`config.mk`:
```
export PLATFORM = sky130hd
export DESIGN_NAME = tdc_hit_capture
export DESIGN_NICKNAME = d
export VERILOG_FILES = /design/src/rtl/tdc_hit_capture.sv
export SDC_FILE = /design/constraint.sdc
export NUM_CORES = 1
export LEC_CHECK = 0
export CORE_AREA = 2 2 154 96
export CTS_CLUSTER_SIZE = 20
export DETAILED_ROUTE_END_ITERATION = 12
export DIE_AREA = 0 0 156 98
export PLACE_DENSITY_LB_ADDON = 0.05
export SLEW_MARGIN = 0
export SYNTH_ARGS = -nofsm -noshare
export SYNTH_HDL_FRONTEND = slang
export SYNTH_SLANG_ARGS = --single-unit
```
`constraint.sdc`:
```
create_clock -name i_clk -period 13.1 [get_ports i_clk]
set_input_delay 2.62 -clock i_clk [delete_from_list [all_inputs] [get_ports i_clk]]
set_output_delay 2.62 -clock i_clk [all_outputs]
set_load 0.02 [all_outputs]
```
`src/rtl/tdc_hit_capture.sv`:
```
// tdc_hit_capture: time-to-digital hit capture.
// Coarse count is taken in clk cycles since the last ref. The fine code is the
// popcount of the delay-line thermometer snapshot, saturated at FRAC_MAX.
// Result pipeline: latch (RUN) -> half popcounts (ENC1) -> sum/saturate (ENC2)
// -> output register. start therefore rises 3 edges after the edge that
// samples hit_flag.
module tdc_hit_capture #(
    parameter int TAP_N    = 64,
    parameter int FRAC_MAX = 49,
    parameter int DEAD_CYC = 4
) (
    input  logic             i_clk,
    input  logic             i_rst,
    input  logic             i_en,
    input  logic             i_ref,
    input  logic             i_hit_flag,
    input  logic [TAP_N-1:0] i_therm,
    output logic [10:0]      o_int_data,
    output logic [10:0]      o_frac_data,
    output logic             o_start,
    output logic             o_timeout,
    output logic             o_lost
);

    localparam int HALF = TAP_N / 2;
    localparam int HW   = $clog2(HALF + 1);
    localparam int DW   = $clog2(DEAD_CYC + 1);
    localparam logic [10:0] CMAX = 11'd2047;

    typedef enum logic [2:0] {S_IDLE, S_RUN, S_ENC1, S_ENC2, S_DEAD} state_t;

    state_t              r_state, w_next;
    logic [10:0]         r_coarse;      // count for the current cycle; the ref cycle counts 0
    logic [10:0]         r_hit_coarse;
    logic [TAP_N-1:0]    r_therm;
    logic [HW-1:0]       r_cnt_lo, r_cnt_hi;
    logic [10:0]         r_res_int, r_res_frac;
    logic                r_pend;
    logic [DW-1:0]       r_dead;
    logic                w_take, w_timeout, w_lost, w_coarse_ld;
    logic [HW-1:0]       w_pc_lo, w_pc_hi;
    logic [HW:0]         w_sum;
    logic [10:0]         w_sat;

    function automatic logic [HW-1:0] f_pop(input logic [HALF-1:0] v);
        logic [HW-1:0] c;
        c = '0;
        for (int i = 0; i < HALF; i++) c = c + HW'(v[i]);
        return c;
    endfunction

    // Fine encoder: half popcounts (bubble tolerant) and saturated sum.
    always_comb begin
        w_pc_lo = f_pop(r_therm[HALF-1:0]);
        w_pc_hi = f_pop(r_therm[TAP_N-1:HALF]);
        w_sum   = {1'b0, r_cnt_lo} + {1'b0, r_cnt_hi};
        w_sat   = (int'(w_sum) > FRAC_MAX) ? 11'(FRAC_MAX) : 11'(w_sum);
    end

    // State register.
    always_ff @(posedge i_clk or posedge i_rst) begin
        if (i_rst) r_state <= S_IDLE;
        else       r_state <= w_next;
    end

    // Next-state and strobe decode; a hit outside RUN is always reported lost.
    always_comb begin
        w_next    = r_state;
        w_take    = 1'b0;
        w_timeout = 1'b0;
        w_lost    = 1'b0;
        unique case (r_state)
            S_IDLE: begin
                w_lost = i_hit_flag;
                if (i_en && i_ref) w_next = S_RUN;
            end
            S_RUN: begin
                if (!i_en) begin
                    w_next = S_IDLE;
                    w_lost = i_hit_flag;
                end else if (i_hit_flag) begin
                    w_next = S_ENC1;
                    w_take = 1'b1;
                end else if (!i_ref && r_coarse == CMAX) begin
                    w_next    = S_IDLE;
                    w_timeout = 1'b1;
                end
            end
            S_ENC1: begin
                w_lost = i_hit_flag;
                w_next = S_ENC2;
            end
            S_ENC2: begin
                w_lost = i_hit_flag;
                w_next = i_en ? S_DEAD : S_IDLE;
            end
            S_DEAD: begin
                w_lost = i_hit_flag;
                if (!i_en)                           w_next = S_IDLE;
                else if (r_dead == DW'(DEAD_CYC - 1)) w_next = S_RUN;
            end
            default: w_next = S_IDLE;
        endcase
    end

    // A ref is ignored only in IDLE with en low, or when it coincides with a hit in RUN.
    always_comb begin
        w_coarse_ld = 1'b0;
        if (i_ref) begin
            unique case (r_state)
                S_IDLE:  w_coarse_ld = i_en;
                S_RUN:   w_coarse_ld = !i_hit_flag;
                default: w_coarse_ld = 1'b1;
            endcase
        end
    end

    // Coarse counter: counts in every non-IDLE state, saturates at 2047.
    always_ff @(posedge i_clk or posedge i_rst) begin
        if (i_rst)                                          r_coarse <= '0;
        else if (w_coarse_ld)                               r_coarse <= 11'd1;
        else if (r_state != S_IDLE && r_coarse != CMAX)     r_coarse <= r_coarse + 11'd1;
    end

    // Dead-time counter, cleared whenever not in DEAD.
    always_ff @(posedge i_clk or posedge i_rst) begin
        if (i_rst)                  r_dead <= '0;
        else if (r_state != S_DEAD) r_dead <= '0;
        else                        r_dead <= r_dead + DW'(1);
    end

    // Result pipeline and output strobes; reset drops any in-flight result.
    always_ff @(posedge i_clk or posedge i_rst) begin
        if (i_rst) begin
            r_hit_coarse <= '0;
            r_therm      <= '0;
            r_cnt_lo     <= '0;
            r_cnt_hi     <= '0;
            r_res_int    <= '0;
            r_res_frac   <= '0;
            r_pend       <= 1'b0;
            o_int_data   <= '0;
            o_frac_data  <= '0;
            o_start      <= 1'b0;
            o_timeout    <= 1'b0;
            o_lost       <= 1'b0;
        end else begin
            if (w_take) begin
                r_hit_coarse <= r_coarse;
                r_therm      <= i_therm;
            end
            if (r_state == S_ENC1) begin
                r_cnt_lo <= w_pc_lo;
                r_cnt_hi <= w_pc_hi;
            end
            r_pend <= (r_state == S_ENC2);
            if (r_state == S_ENC2) begin
                r_res_int  <= r_hit_coarse;
                r_res_frac <= w_sat;
            end
            o_start <= r_pend;
            if (r_pend) begin
                o_int_data  <= r_res_int;
                o_frac_data <= r_res_frac;
            end
            o_timeout <= w_timeout;
            o_lost    <= w_lost;
        end
    end

endmodule

```
==> impl_metrics.json <==
{
  "grt_pass1_vias": 4669,
  "slowest_delay_ns": 0.54,
  "dp.cells": 843,
  "clkSinkCount": 144,
  "antenna_cells": 0,
  "area_growth_pct": 21.0,
  "cts_setup_buffers": 0,
  "hpwl_um": 9390,
  "antenna_found_initial": 0,
  "crit_path_frequent_cell": "fa_1",
  "final_cell_mix": "dfrtp_1 (144), mux2_2 (95), clkdlybuf4s50_1 (89), inv_1 (88), nand2_1 (52)",
  "synth_cells": 591,
  "ys_async_sr_fraction_pct": 100,
  "crit_chain": "inv_1 -> fa_1 -> inv_1 -> fa_1 -> fa_1 -> fa_1 -> fa_1 -> inv_1 -> fa_1 -> inv_1 -> ha_1 -> fa_1 -> a21o_1 -> a21oi_1 -> xor2_1 -> o21ai_0",
  "stdcell_count": 875,
  "h-tree-depth": 4,
  "gp_congestion": 0.812,
  "ys_ff_latch": 144,
  "nets": 823,
  "cts_hold_buffers": 0,
  "fin_ws_ns": 8.23,
  "setup_viol": 0,
  "status": "complete, no violations",
  "dieArea_um2": 15300,
  "whs_ns": 0.443,
  "chipHeight_um": 98,
  "io_pins": 94,
  "period_needed_ns": 4.87,
  "clk_latency_ns": 0.42,
  "synth_edf_count": 0,
  "yosysSeqAreaShare_pct": 48.4,
  "slew_viol_final": 0,
  "max_freq_mhz": 205,
  "tritoncts": "done",
  "start_util_pct": 53.2,
  "cap_violations": 0,
  "critPathSlowestCell": "fa_1",
  "num_vias": 4435,
  "ant_nets": 0,
  "rsz0062_at_grt": "false",
  "worst_setup_path_end_kind": "flip-flop",
  "tns_ns": 0,
  "track_usage_pct": 19.2,
  "wirelength_um": 13200,
  "firstDrtPassIters": 4,
  "die_w_um": 156,
  "hp-class": "flip-flop to flip-flop",
  "tightestPinTransition_ns": 1.05,
  "skew_ns": 0.00955,
  "syn_avg_cell_area_um2": 12.6,
  "synth_area_um2": 7450,
  "synth.distinct_cells": 51,
  "period_share_pct": 37.2,
  "ctsResizeCount": 0,
  "required_ns": 13.38,
  "fillers": 1068,
  "cp.arrival_ns": 5.15,
  "hold_violations": 0,
  "cts_buffers": 17,
  "layout_commonest_cell": "dfrtp_1",
  "drtIter0Drc": 190,
  "worst-path-max-fanout": 2,
  "port_buffers": 89,
  "yosys_warnings": 0,
  "grt_max_degree": 82,
  "wl_per_cell_um": 15.0,
  "clock_path_buffers": 2,
  "ff2ff_setup_slack_ns": 8.23,
  "maxSlewHeadroom_pct": 30.0,
  "clk_pin_slew_ns": 0.07,
  "fp-row-count": 34,
  "cts_root_buf": "clkbuf_16",
  "grt-ovfl-total": 0,
  "startpoint_type": "flip-flop",
  "crit_type": "flip-flop to flip-flop",
  "pre_cts_ws_ns": 8.21,
  "synthFlopType": "dfrtp_1",
  "coreArea_um2": 14000,
  "viasPerCell": 5.07,
  "drive_gt1_share_pct": 20.1,
  "grt_first_pass_wirelength_um": 23200,
  "post-route-drc-count": 0
}
-- flip-flops by register name, summed over array words and instances (netlist names) --
name          cells
r_res_frac        7
o_start           1
r_res_int        11
o_int_data       11
r_therm          64
r_pend            1
r_coarse         11
o_timeout         1
r_dead            3
r_cnt_hi          6
o_frac_data       7
r_cnt_lo          6
r_state           3
r_hit_coarse     11
o_lost            1
-- metrics by stage --
stage / instance area (µm²) / utilization, %
floorplan: 7460 / -
global placement: 8440 / 60.3
detailed placement: 8440 / 60.3
CTS: 9010 / 64.4
global route: 9010 / 64.4
finish: 9010 / 64.4
-- logic make-up after synthesis --
| kind of cell | synth area share, % |
|---|---|
| flip-flops | 48.4 |
| AND/OR/NAND/NOR | 7.11 |
| multiplexers | 14.7 |
| other | 0.0503 |
| adder cells (fa/ha/maj) | 17.0 |
| AO/OA/AOI/OAI | 4.17 |
| XOR/XNOR | 1.88 |
| buffers and inverters | 6.69 |
-- per-layer routing --
layer | part of all wire [%] | global-route usage [%]
met5 | 0 | 0
met4 | 1.1 | 6.21
met3 | 4.6 | 4.70
met2 | 43 | 27.7
met1 | 52 | 28.9
-- synthesized netlist by cell type (all sizes together) (5+ instances only) --
master  instances  area share, %
dfrtp         144             48
mux2           96             15
inv            89            4.5
nand2          52            2.6
fa             49             13
ha             23            3.9
nor2           19           0.96
buf            17            1.8
o21ai          15            1.0
xor2           15            1.8
a21oi           9           0.60
nand3           6           0.47
clkbuf          5           0.39
-- worst max-delay path: cells and delay by family, from the launching register on --
family / cells / cell delay [ns]
adders and majority gates: 8 / 3.59
AOI/OAI and AO/OA: 3 / 0.43
DFF: 1 / 0.35
buffers and inverters: 4 / 0.22
xor gates and xnor gates: 1 / 0.15
-- final timing paths --
kind / cells after the start / start / to
setup / recovery: 16 / r_therm[0]$_DFFE_PP0P_ / r_cnt_lo[4]$_DFFE_PP0N_
max in group asynchronous: 3 / i_rst / r_therm[62]$_DFFE_PP0P_
hold / removal: 1 / r_dead[0]$_DFF_PP0_ / r_dead[0]$_DFF_PP0_
setup reg to reg: 16 / r_therm[0]$_DFFE_PP0P_ / r_cnt_lo[4]$_DFFE_PP0N_
min in group asynchronous: 2 / i_rst / o_frac_data[2]$_DFFE_PP0P_
hold reg to reg: 1 / r_dead[0]$_DFF_PP0_ / r_dead[0]$_DFF_PP0_
-- layout make-up --
type	count	area, µm²	area share, %
clock buffers	18	429	4.76
clock inverters	14	145	1.61
inverters	89	339	3.76
multi-input cells	339	3370	37.3
flip-flops and latches	144	3600	40.0
well taps	180	225	2.50
repair buffers	91	906	10.0
Power is left out: the tool's default activity adds up to more than one toggle a clock period on the data nets, which glitch-free logic cannot reach.
